### config.mk
export PLATFORM = sky130hd
export DESIGN_NAME = riscv_memory_arbiter
export DESIGN_NICKNAME = d
export VERILOG_FILES = /design/src/rtl/riscv_memory_arbiter.sv
export SDC_FILE = /design/constraint.sdc
export NUM_CORES = 1
export LEC_CHECK = 0
export ABC_AREA = 1
export BUFFER_PORTS_ARGS = -buffer_cell sky130_fd_sc_hd__buf_2
export CORE_AREA = 4 4 92 94
export CTS_BUF_LIST = sky130_fd_sc_hd__clkbuf_8
export CTS_CLUSTER_DIAMETER = 120
export DETAILED_ROUTE_END_ITERATION = 12
export DIE_AREA = 0 0 96 98
export PLACE_DENSITY = 0.73
export SLEW_MARGIN = 20
export SYNTH_ARGS = -nofsm -noshare
export SYNTH_HDL_FRONTEND = slang
export SYNTH_SLANG_ARGS = --single-unit
### constraint.sdc
create_clock -name clock -period 3 [get_ports clock]
set_input_delay 0 -clock clock [delete_from_list [all_inputs] [get_ports clock]]
set_output_delay 0 -clock clock [all_outputs]
set_load 0.005 [all_outputs]
### src/rtl/riscv_memory_arbiter.sv
// Shares one memory port between the I-cache, D-cache and debug requesters.
// Grants are fixed-priority with a D starvation override and an X lock; an owner FIFO routes each response.
module riscv_memory_arbiter #(
  parameter int unsigned MAX_OUTSTANDING = 4,
  parameter int unsigned STARVE_LIMIT    = 8,
  parameter int unsigned WAIT_WIDTH      = 4
) (
  input  logic                                     clock,
  input  logic                                     reset,
  input  logic [31:0]                              i_address,
  input  logic                                     i_read,
  output logic                                     i_grant,
  output logic                                     i_ready,
  input  logic [31:0]                              d_address,
  input  logic                                     d_read,
  input  logic                                     d_write,
  input  logic [31:0]                              d_out,
  output logic                                     d_grant,
  output logic                                     d_ready,
  input  logic [31:0]                              x_address,
  input  logic                                     x_read,
  input  logic                                     x_write,
  input  logic [31:0]                              x_out,
  input  logic                                     x_lock,
  output logic                                     x_grant,
  output logic                                     x_ready,
  output logic [31:0]                              memory_address,
  output logic                                     memory_read,
  output logic                                     memory_write,
  output logic [31:0]                              memory_out,
  input  logic                                     memory_busy,
  input  logic                                     memory_ready,
  output logic [$clog2(MAX_OUTSTANDING+1)-1:0]     outstanding,
  output logic                                     protocol_error
);

  localparam int unsigned CW = $clog2(MAX_OUTSTANDING + 1);
  localparam int unsigned PW = (MAX_OUTSTANDING > 1) ? $clog2(MAX_OUTSTANDING) : 1;

  typedef enum logic [1:0] {
    OWN_I    = 2'd0,
    OWN_D    = 2'd1,
    OWN_X    = 2'd2,
    OWN_NONE = 2'd3
  } owner_t;

  owner_t                fifo_mem [MAX_OUTSTANDING];
  logic [PW-1:0]         wr_ptr;
  logic [PW-1:0]         rd_ptr;
  logic [CW-1:0]         count;
  logic [WAIT_WIDTH-1:0] d_wait;
  owner_t                winner;
  owner_t                head;
  logic                  i_req, d_req, x_req;
  logic                  space, starve, push, pop;

  function automatic logic [PW-1:0] ptr_next(input logic [PW-1:0] p);
    return (p == PW'(MAX_OUTSTANDING - 1)) ? '0 : p + 1'b1;
  endfunction

  assign i_req = i_read;
  assign d_req = d_read | d_write;
  assign x_req = x_read | x_write;

  // A full FIFO still accepts a push when the head pops in the same cycle.
  assign pop    = memory_ready && (count != '0);
  assign space  = !memory_busy && ((count < CW'(MAX_OUTSTANDING)) || memory_ready);
  assign starve = (STARVE_LIMIT != 0) && (d_wait >= WAIT_WIDTH'(STARVE_LIMIT));

  always_comb begin
    winner = OWN_NONE;
    if (!reset && space) begin
      if (x_lock) begin
        if (x_req) winner = OWN_X;
      end else if (starve && d_req) winner = OWN_D;
      else if (i_req)               winner = OWN_I;
      else if (d_req)               winner = OWN_D;
      else if (x_req)               winner = OWN_X;
    end
  end

  assign push = (winner != OWN_NONE);

  always_comb begin
    i_grant        = 1'b0;
    d_grant        = 1'b0;
    x_grant        = 1'b0;
    memory_address = '0;
    memory_read    = 1'b0;
    memory_write   = 1'b0;
    memory_out     = '0;
    case (winner)
      OWN_I: begin
        i_grant        = 1'b1;
        memory_address = i_address;
        memory_read    = 1'b1;
      end
      OWN_D: begin
        d_grant        = 1'b1;
        memory_address = d_address;
        memory_write   = d_write;
        memory_read    = d_read & ~d_write;
        memory_out     = d_out;
      end
      OWN_X: begin
        x_grant        = 1'b1;
        memory_address = x_address;
        memory_write   = x_write;
        memory_read    = x_read & ~x_write;
        memory_out     = x_out;
      end
      default: ;
    endcase
  end

  assign head    = fifo_mem[rd_ptr];
  assign i_ready = pop && (head == OWN_I);
  assign d_ready = pop && (head == OWN_D);
  assign x_ready = pop && (head == OWN_X);
  assign outstanding = count;

  always_ff @(posedge clock) begin
    if (push) fifo_mem[wr_ptr] <= winner;
  end

  always_ff @(posedge clock or posedge reset) begin
    if (reset) begin
      wr_ptr         <= '0;
      rd_ptr         <= '0;
      count          <= '0;
      d_wait         <= '0;
      protocol_error <= 1'b0;
    end else begin
      if (push) wr_ptr <= ptr_next(wr_ptr);
      if (pop)  rd_ptr <= ptr_next(rd_ptr);
      case ({push, pop})
        2'b10:   count <= count + 1'b1;
        2'b01:   count <= count - 1'b1;
        default: count <= count;
      endcase
      if (d_req && !d_grant) begin
        if (d_wait != '1) d_wait <= d_wait + 1'b1;
      end else begin
        d_wait <= '0;
      end
      if (memory_ready && (count == '0)) protocol_error <= 1'b1;
    end
  end

endmodule

==> metrics.md <==
| Metric | Value |
|---|---|
| Status | `finished clean` |
| First-pass GRT wire length | `17,200 µm` |
| P_sw | `0.560 mW` |
| Most common cell after layout, fill and taps aside | `buf_2` |
| Via count of the first global-routing pass | `3,590` |
| DRT iter0 DRCs | `161` |
| Pre-antenna DRT Iters | `4` |
| Clock-pin slew on the worst setup and hold paths | `0.08 ns` |
| Synthesized cell area | `2460 µm²` |
| TritonCTS clock tree | `yes` |
| Setup TNS | `0 ns` |
| Die width | `96 µm` |
| Pint | `0.840 mW` |
| Area of the multi-input gates | `1580 µm²` |
| Largest net degree at the start of global routing | `68` |
| Final period utilization | `86.9%` |
| Synth Warn # | `0` |
| GRT overflow | `0` |
| Synth Register Bits | `20` |
| Cell-by-cell trace of the critical path | `inv_1 > nor2_1 > nor3_1 > nand3_1 > ha_1 > inv_2 > buf_4 > nand2_1 > inv_1 > buf_2` |
| Clk network pwr share | `19.3%` |
| Number of core rows | `32` |
| Max Slew Vio Count | `0` |
| Antenna viol nets, final | `0` |
| Leak | `2.40 nW` |
| NumNets Final | `869` |
| DRC errors left | `0` |
| Setup Viol. Count Final | `0` |
| Placeable core area | `7650 µm²` |
| Max incr delay on CP | `0.40 ns` |
| Drt wl/cell | `14.4 µm` |
| Wirelength, routed | `11,300 µm` |
| Number of top-level pins | `246` |
| Post-cts resize count | `0` |
| Seq. cell area | `541 µm²` |
| Total CTS buffers | `3` |
| Starting Density | `32.2%` |
| Via count | `3,644` |
| Gr usage total | `23.1%` |
| CTS Root Cell | `clkbuf_8` |
| Most frequent cells in the layout | `buf_2 (245), nand2_1 (219), inv_1 (59), nand3_1 (42), a21oi_1 (34)` |
| Critical path class | `flip-flop to output pin` |
| GP Congestion | `0.950` |
| Endpoints failing hold | `0` |
| RSZ-0062 raised after global routing | `false` |
| Antenna violations before repair | `2` |
| Pwr per Cell Area | `364 nW/µm²` |
| WP data required | `3.00 ns` |
| Hold/Removal Path Class | `primary input to flip-flop` |
| Vias per cell | `4.62` |
| Placed wire-length estimate | `9530 µm` |
| Power Total | `1.40 mW` |
| Die H | `98 µm` |
| Area share of the largest cell type after synthesis | `33.4%` |
| Logic pwr share | `49.6%` |
| Slew margin rel. | `60.7%` |
| Synth area leaders | `nand2_1 (33%), dfrtp_1 (12%), edfxtp_1 (9.8%)` |
| Worst-Margin Slew | `0.590 ns` |
| Final min period | `2.61 ns` |
| Cell repeated most along the worst path | `inv_1` |
| Clk sinks | `20` |
| Crit path buffers/inverters | `5` |
| CTS HTree Levels | `1` |
| Area leader, netlist | `nand2_1` |
| DIE AREA | `9410 µm²` |
| Critical Path End Type | `output pin` |
| Synth Area per Inst | `5.44 µm²` |
| Crit-path leading delay family | `buffers and inverters` |
| Switching share of total power | `40.0%` |
| Startpoint Class | `flip-flop` |
| Post-synth net total | `636` |
| Cell variety after synth | `23` |
| Area Growth Syn to Fin | `56.0%` |
| I/O Buffers | `245` |
| Fillcell total | `815` |
| Seq/Total Area, Yosys | `21.9%` |
| Sequential Power Share | `31.1%` |
| Clk buf depth | `2` |
| Max IR drop VDD | `0.209 mV` |
| Slowest stage cell, crit path | `dfrtp_1` |
| Cells after synthesis | `453` |
| Critical Path AT | `2.61 ns` |
| Max-Cap Viols | `0` |
| Worst clock skew | `0.00911 ns` |
| Share of layout cells above drive strength 1 | `38.2%` |
| Skew-Pair Late Insertion Delay | `0.26 ns` |
| Worst Path Max Fanout | `19` |
| Max frequency | `384 MHz` |
==> through the flow <==
step	setup WS, ns	utilization, %	hold slack, ns	instances	instance area [µm²]
after detailed placement	0.615	49.2	0.0551	782	3760
final	0.394	50.3	0.0114	788	3840
after floorplan	0.884	-	-0.135	453	2460
after CTS	0.402	50.2	0.0125	787	3840
after global placement	0.757	49.2	0.0461	782	3760
after global routing	0.162	50.3	0.0108	788	3840
==> final timing paths <==
check                      slack [ns]  depth (start not counted)                         end                  startpoint
max in group asynchronous        2.35                          3       d_wait[3]$_DFFE_PP0P_                       reset
max reg2reg                      0.58                          9  outstanding[1]$_DFFE_PP0P_  outstanding[2]$_DFFE_PP0P_
min reg2reg                      0.49                          1  protocol_error$_DFFE_PP0P_  protocol_error$_DFFE_PP0P_
min                              0.01                          2  protocol_error$_DFFE_PP0P_                memory_ready
min in group asynchronous        0.31                          3       rd_ptr[0]$_DFFE_PP0P_                       reset
max                              0.39                         10           memory_address[7]  outstanding[2]$_DFFE_PP0P_
==> power groups by stage <==
stage / registers, mW / clock network [mW] / logic, mW
2_1_floorplan: 0.427 / 0 / 0.426
3_3_place_gp: 0.436 / 0 / 0.676
3_5_place_dp: 0.441 / 0 / 0.698
4_1_cts: 0.435 / 0.274 / 0.703
5_1_grt: 0.447 / 0.291 / 0.801
6_report: 0.435 / 0.270 / 0.695
==> flip-flops by register name (all words and copies together), names as in the netlist <==
signal          flops
outstanding         3
d_wait              4
wr_ptr              2
rd_ptr              2
protocol_error      1
fifo_mem            8
==> kinds of logic after synthesis <==
group           Yosys count  share of synthesized area (%)
compound gates           48                           10.3
xor+xnor                  2                          0.711
fa+ha+maj                13                           6.91
buf+inv                  85                           14.3
flops                    20                           21.9
simple gates            285                           45.9
==> final cells by class <==
type	instances	share of cell area [%]
antenna	1	0.0651
clock buffer	3	1.07
clock inverter	1	0.781
inverter	60	5.86
multi-input combinational	348	41.0
sequential	20	14.1
tap	102	3.32
timing repair buffer	253	33.9
==> per-layer routing <==
layer	wire [µm]	global-route usage [%]
met4	257	6.46
met2	5350	37.8
met3	1040	6.70
met1	4680	29.2
met5	20	0
==> Yosys cell counts <==
cell and instances:
a21oi_1 34, xnor2_1 1, fa_1 1, xor2_1 1, nor3_1 1, inv_1 59, clkbuf_1 7, nand3b_1 1
a21boi_0 1, nor2_1 21, nor2_2 1, edfxtp_1 8, buf_2 12, o21ai_0 11, buf_1 1, buf_4 5
ha_1 12, a31o_2 1, nand3_1 42, a21boi_2 1, nand2_1 219, inv_2 1, dfrtp_1 12
==> timing repair <==
action,4_1_cts,5_1_grt
buffers inserted,0,0
hold buffers,1,0
hold endpoints to repair,12,0
Note: power is estimated with default switching activity, not from simulation.
